**src/rtl/dlc_pkg.sv**
```systemverilog
// Shared definitions for the CDR delay line controller.
//   DLC_DEPTH_DEF / DLC_INIT_TAP_DEF : default tap count and reset tap
//   dlc_cmd_e                        : decoded tap command
//   dlc_decode()                     : {shift_right, shift_left} -> dlc_cmd_e
package dlc_pkg;

  localparam int unsigned DLC_DEPTH_DEF    = 32;
  localparam int unsigned DLC_INIT_TAP_DEF = 0;

  typedef enum logic [1:0] {
    HOLD = 2'd0,
    INC  = 2'd1,
    DEC  = 2'd2
  } dlc_cmd_e;

  // Conflicting commands (both high) are treated as no-op.
  function automatic dlc_cmd_e dlc_decode(input logic shift_right, input logic shift_left);
    dlc_cmd_e cmd;
    unique case ({shift_right, shift_left})
      2'b10:   cmd = INC;
      2'b01:   cmd = DEC;
      default: cmd = HOLD;
    endcase
    return cmd;
  endfunction

endpackage

```
**src/rtl/dlc_tap_counter.sv**
```systemverilog
// Saturating up/down tap counter for the delay line.
// Ports:
//   clk, rst (async, active-low)
//   shift_right / shift_left : level commands, one step per cycle
//   tap                      : current tap index
//   at_min / at_max          : tap at 0 / at DEPTH-1
module dlc_tap_counter
  import dlc_pkg::*;
#(
  parameter int unsigned DEPTH    = DLC_DEPTH_DEF,
  parameter int unsigned INIT_TAP = DLC_INIT_TAP_DEF,
  localparam int unsigned TW      = $clog2(DEPTH)
) (
  input  logic          clk,
  input  logic          rst,
  input  logic          shift_right,
  input  logic          shift_left,
  output logic [TW-1:0] tap,
  output logic          at_min,
  output logic          at_max
);

  logic [TW-1:0] tap_d, tap_q;
  dlc_cmd_e      cmd;

  assign cmd    = dlc_decode(shift_right, shift_left);
  assign at_min = (tap_q == '0);
  assign at_max = (tap_q == TW'(DEPTH - 1));
  assign tap    = tap_q;

  // Saturate silently at both ends; never wrap.
  always_comb begin
    tap_d = tap_q;
    unique case (cmd)
      INC:     if (!at_max) tap_d = tap_q + TW'(1);
      DEC:     if (!at_min) tap_d = tap_q - TW'(1);
      default: tap_d = tap_q;
    endcase
  end

  always_ff @(posedge clk or negedge rst) begin
    if (!rst) begin
      tap_q <= TW'(INIT_TAP);
    end else begin
      tap_q <= tap_d;
    end
  end

endmodule

```
**src/rtl/cdr_delay_line_controller.sv**
```systemverilog
// Programmable delay line for the PRN-based CDR loop: delays din by tap+1 cycles,
// with the tap stepped one position per cycle by shift_right / shift_left.
// Ports:
//   clk, rst (async, active-low)
//   din                      : serial data in
//   shift_right / shift_left : increase / decrease delay (level commands)
//   dout                     : din delayed by tap+1 cycles
//   tap, at_min, at_max      : status, present only when DLC_STATUS_EN is defined
// Configuration macro: DLC_STATUS_EN
module cdr_delay_line_controller
  import dlc_pkg::*;
#(
  parameter int unsigned DEPTH    = DLC_DEPTH_DEF,
  parameter int unsigned INIT_TAP = DLC_INIT_TAP_DEF,
  localparam int unsigned TW      = $clog2(DEPTH)
) (
  input  logic          clk,
  input  logic          rst,
  input  logic          din,
  input  logic          shift_right,
  input  logic          shift_left,
`ifdef DLC_STATUS_EN
  output logic [TW-1:0] tap,
  output logic          at_min,
  output logic          at_max,
`endif
  output logic          dout
);

  logic [DEPTH-1:0] sr_q;
  logic [TW-1:0]    tap_w;
  logic             at_min_w, at_max_w;

  dlc_tap_counter #(
    .DEPTH    (DEPTH),
    .INIT_TAP (INIT_TAP)
  ) u_tap_counter (
    .clk         (clk),
    .rst         (rst),
    .shift_right (shift_right),
    .shift_left  (shift_left),
    .tap         (tap_w),
    .at_min      (at_min_w),
    .at_max      (at_max_w)
  );

  always_ff @(posedge clk or negedge rst) begin
    if (!rst) begin
      sr_q <= '0;
    end else begin
      sr_q <= {sr_q[DEPTH-2:0], din};
    end
  end

  // Mux of registered state only: the new tap selects from the freshly shifted
  // register, so a step repeats or skips exactly one bit.
  assign dout = sr_q[tap_w];

`ifdef DLC_STATUS_EN
  assign tap    = tap_w;
  assign at_min = at_min_w;
  assign at_max = at_max_w;
`else
  logic unused_status;
  assign unused_status = at_min_w ^ at_max_w;
`endif

endmodule

```
**config.mk**
```make
export PLATFORM = sky130hd
export DESIGN_NAME = cdr_delay_line_controller
export DESIGN_NICKNAME = d
export VERILOG_FILES = /design/src/rtl/dlc_pkg.sv /design/src/rtl/dlc_tap_counter.sv /design/src/rtl/cdr_delay_line_controller.sv
export SDC_FILE = /design/constraint.sdc
export NUM_CORES = 1
export LEC_CHECK = 0
export ABC_AREA = 1
export ABC_CLOCK_PERIOD_IN_PS = 3400
export CAP_MARGIN = 30
export CORE_MARGIN = 4
export CORE_UTILIZATION = 55
export CTS_CLUSTER_SIZE = 25
export DETAILED_ROUTE_END_ITERATION = 12
export PLACE_DENSITY = 0.78
export SETUP_SLACK_MARGIN = 0.3
export SYNTH_ARGS = -nofsm -noshare
export SYNTH_HDL_FRONTEND = slang
export SYNTH_SLANG_ARGS = --single-unit
export TNS_END_PERCENT = 10
```
**constraint.sdc**
```tcl
create_clock -name clk -period 3.4 [get_ports clk]
set_input_delay 0.85 -clock clk [delete_from_list [all_inputs] [get_ports clk]]
set_output_delay 0.85 -clock clk [all_outputs]
set_load 0.01 [all_outputs]
```
; ---- After elaboration in Yosys (flattened, before gate mapping)
; Cells that the tools add are included.
; Widths: inputs -> output; s select.
[totals]
reg_bits = 37
inputBits = 5
[op_classes]
add_sub_neg = 2
order_cmp = 1
eq_ne = 7
mux = 6
n_reduce_logical = 3
[ops]
columns = op, n
row1 = $mux 5, 2
row2 = $pmux 5 s2, 1
row3 = $lt 5x6->1 const B, 1
row4 = $add 5x1->5 const B, 1
row5 = $bmux 1 s5, 1
row6 = $eq 5x5->1 const B, 1
row7 = $logic_not 5->1, 1
row8 = $sub 5x1->5 const B, 1
row9 = $eq 2x1->1 const B, 2
row10 = $eq 2x2->1 const B, 2
row11 = $ne 2x2->1 const B, 2
row12 = $pmux 2 s2, 1
row13 = $reduce_and 3->1, 1
row14 = $reduce_bool 2->1, 1
row15 = $mux 1, 1

; ---- Depth between registers and ports, before layout
[logic_depth]
word_depth = 5
depth_mapped = 13
mapped_depth_nobuf = 12

; ---- Cells and area by module
; A second synthesis with hierarchy kept.
[unflattened]
cells_unflattened = 174
hier_area_um2 = 1590.3
[modules_own_cells]
columns = mod, instances, cells_each, area_per_inst_um2
row1 = cdr_delay_line_controller, 1, 110, 1176.1
row2 = dlc_tap_counter, 1, 64, 414.1

; ---- Worst setup path before layout
; OpenSTA, ideal clock, no wires.
[synth_timing]
kind = input-to-reg
start = in shift_right
end = reg u_tap_counter.tap_q[4] (netlist: u_tap_counter.tap[4])
arrival_ps = 1988
path_slack_ps = 1295
cell_stages = 13
n_path_buf = 1
cell_sequence = inv_1 -> ha_1 -> buf_4 -> xor2_4 -> ha_1 -> inv_1 -> nand2_2 -> nand3_1 -> nand2_1 -> nand2_1 -> nand2_1 -> nand2_1 -> nand2_1
[synth_between]
elab_chain_cells = 5
word_cells_on_any_way = 10
[synth_rtl]
columns = element, line_no
row1 = start: declaration, cdr_delay_line_controller.sv:20  ; input logic shift_right,
row2 = $eq 2x1->1 / $eq 2x2->1 (equally long branches), dlc_pkg.sv:19  ; unique case ({shift_right, shift_left})
row3 = $pmux 2 s2 *, dlc_pkg.sv:19
row4 = $eq 2x1->1 / $eq 2x2->1 (equally long branches), dlc_tap_counter.sv:34  ; unique case (cmd)
row5 = $ne 2x2->1 (no source line) / $reduce_bool 2->1 (equally long branches), n/a
row6 = $reduce_and 3->1 (no source line), n/a
row7 = end signal: assignment, dlc_tap_counter.sv:43  ; tap_q <= TW'(INIT_TAP);
row8 = end signal: assignment, dlc_tap_counter.sv:45  ; tap_q <= tap_d;
row9 = end: declaration, dlc_tap_counter.sv:23  ; logic [TW-1:0] tap_d, tap_q;
; Mark *: on every way between the ends. The rest lies on a longest branch, timed or not.
; A chain may end at the register's enable or synchronous reset.

; ---- Final worst setup path
[layout_timing]
start = reg u_tap_counter.tap_q[0] (netlist: u_tap_counter.tap[0])
end = out dout
[layout_between]
elab_chain_cells = 2
[layout_rtl]
columns = element, line_no
row1 = $bmux 1 s5, cdr_delay_line_controller.sv:57  ; assign dout = sr_q[tap_w];
row2 = $mux 1 (not written as such), cdr_delay_line_controller.sv:57
row3 = end: declaration, cdr_delay_line_controller.sv:27  ; output logic dout
; No other way between the ends. The select of a mux whose other input is x is not followed.

==> run_results.csv <==
group,metric,value,unit
logic_synthesis,synth_top_family_by_area,"simple AND/OR/NAND/NOR gates",
pwr,power_per_cell_area,774,mW/mm²
flow_run,cap_viol_max_count,0,
final_layout,layout_commonest_cell,"nand2_1",
floorplan,dieArea,0.00389,mm²
clock_network,cts_sinks,37,
sta,rsz0062_at_grt,"false",
pwr,ir_worst_vdd,0.665,mV
logic_synthesis,yosysTopAreaCell,"dfrtp_1",
floorplan,die_height,62.4,µm
pwr,p_leak,0.000880,µW
logic_synthesis,synthMuxAreaShare,0,%
placed_design,gp_congestion,0.819,
routing,vias_per_cell,5.28,
sta,fin_crit,2.88,ns
clock_network,cts-root-buf,"clkbuf_4",
global_route,overflow,0,
clock_network,cts_buffer_depth,2,
placed_design,place_hpwl,1.89,mm
sta,max_slew.worst_pin.slew,0.439,ns
floorplan,dieWidth,62.4,µm
logic_synthesis,synth.area.top_cells,"dfrtp_1, nand2_1, nand3_1",
logic_synthesis,syn_nets,180,
logic_synthesis,synth-compound-area-share,0.922,%
routing,drc,0,
placed_design,place_ws,0.645,ns
critical_path,start_kind,"flip-flop",
floorplan,core,0.00278,mm²
final_layout,drive_gt1_share,16.5,%
logic_synthesis,ys_warn_count,0,
sta,slew_violations,0,
critical_path,cp-end-kind,"primary output",
critical_path,required,2.55,ns
outcome,outcome,"completed",
pwr,p_total,1360,µW
final_layout,syn_to_final_growth,8.07,%
critical_path,critPathMaxFanout,16,
final_layout,antenna_cells,0,
sta,tns,0,ns
final_layout,fillCellCount,220,
logic_synthesis,synth_top_area_share,56.9,%
routing,dr.pass1.iters,4,
clock_network,cts_max_level,2,
logic_synthesis,synth_xor_area_share,4.30,%
global_route,track_usage,16.7,%
logic_synthesis,synth-edff-count,0,
floorplan,rows,19,
logic_synthesis,synth_ff_type,"dfrtp_1",
global_route,grt_pass1_vias,1123,
routing,ant_nets,0,
sta,slew_headroom,70.7,%
sta,hold_viol_final,0,
sta,clock.fmax,347,MHz
final_layout,layout_common_cells,"nand2_1, dfrtp_1, nand3_1, inv_1, inv_2",
floorplan,start_util,58.5,%
clock_network,ctsHoldBuffers,0,
logic_synthesis,synth_fa_ha_area_share,3.07,%
clock_network,clkTransAtPathRegs,0.10,ns
clock_network,clk_latency,0.34,ns
logic_synthesis,synth_cell_types,21,
logic_synthesis,async_flop_share,100,%
sta,min_period_over_period,84.7,%
sta,worst_hold_slack,0.386,ns
logic_synthesis,synth_area,0.00163,mm²
global_route,grt_max_degree,38,
routing,vias,1125,
routing,totalWireLength,2.75,mm
worst_hold_path,hold_class,"reg2reg",
logic_synthesis,synth-seq-cells,37,
sta,skew,0.00781,ns
critical_path,critPathKind,"reg2out",
placed_design,port_buffers,5,
sta,fin_ws,0.521,ns
critical_path,cp_data_arrival_time,2.03,ns
floorplan,ios,6,
routing,first_iter_violations,50,
clock_network,cts_buffers,5,
logic_synthesis,syn_inst,171,
sta,setup_violations,0,
final_layout,nets,191,
routing,detail_route.wl_per_cell,12.9,µm
global_route,antenna_found_initial,0,
global_route,grt_pass1_wl,5.10,mm
logic_synthesis,synth.avg_cell_area,9.52,µm²
logic_synthesis,ys_seq_area_share,56.9,%
clock_network,cts_tree,"yes",
logic_synthesis,synth_simple_gate_area_share,28.1,%
[cells by family after synthesis]
group	count (synthesis)
AO/OA/AOI/OAI	3
AND/OR/NAND/NOR	101
adder cells (fa/ha/maj)	4
flip-flops	37
XOR/XNOR	5
buffers and inverters	21
[report_power, final]
group | switching (µW) | internal [µW] | total (µW)
Sequential | 57.8 | 490 | 548
Combinational | 355 | 233 | 588
Clock | 129 | 97.6 | 226
Total | 541 | 821 | 1360
[critical path, stage by stage (launching register included)]
cell,delay (ns)
dfrtp_2,0.44
clkinv_2,0.16
nand2_1,0.08
nand3_1,0.07
nand3_1,0.08
nand2_1,0.10
nand2_1,0.05
nand2_1,0.06
nand2_1,0.05
nand2_1,0.06
clkdlybuf4s50_1,0.53
[flip-flops by register name (all words and copies together) (netlist names)]
name / flops
sr_q: 32
u_tap_counter.tap: 5
[routing by layer]
metal  vias to the layer above  routed length, µm  GRT usage, %
met5                         -                  0             0
met4                         0                 47          8.49
met3                         6                115          5.04
met2                        22               1290          24.9
met1                       536               1300          22.1
li1                        561                  -             -
[final timing paths]
check / startpoint / end / slack (ns) / depth (start not counted)
worst max-delay path: u_tap_counter.tap[0]$_DFFE_PN0P_ / dout / 0.52 / 10
worst min-delay path: sr_q[18]$_DFF_PN0_ / sr_q[19]$_DFF_PN0_ / 0.39 / 0
worst max register to register: u_tap_counter.tap[1]$_DFFE_PN0P_ / u_tap_counter.tap[4]$_DFFE_PN0P_ / 1.87 / 11
worst min register to register: sr_q[18]$_DFF_PN0_ / sr_q[19]$_DFF_PN0_ / 0.39 / 0
max in group asynchronous: rst / u_tap_counter.tap[0]$_DFFE_PN0P_ / 2.16 / 2
min in group asynchronous: rst / u_tap_counter.tap[1]$_DFFE_PN0P_ / 0.92 / 2
[layout make-up]
class                   instances  area [µm²]  area share, %
well taps                      31        38.8           2.20
repair buffers                 10        87.6           4.98
clock buffers                   7        55.1           3.13
flip-flops and latches         37         927           52.7
inverters                      15        57.6           3.27
multi-input cells             113         593           33.7
[cells in the mapped netlist (2+ instances only)]
library cell	number
nand2_1	62
dfrtp_1	37
nand3_1	28
inv_1	8
inv_2	7
buf_4	4
ha_1	4
nand2_2	4
o21ai_1	3
buf_6	2
xor2_1	2
[what timing repair did]
action | in CTS | in global routing
setup endpoints to repair | 1 | 1
buffers inserted | 0 | 2
resized for setup | 1 | 1
hold endpoints to repair | 0 | 0
[metrics by stage]
step	instance area (µm²)	cells	util, %
finish	1760	213	63.2
floorplan	1630	171	-
CTS	1740	211	62.7
global route	1760	213	63.2
detailed placement	1690	204	60.6
global placement	1690	204	60.6
Power figures use the tool's default switching activity.
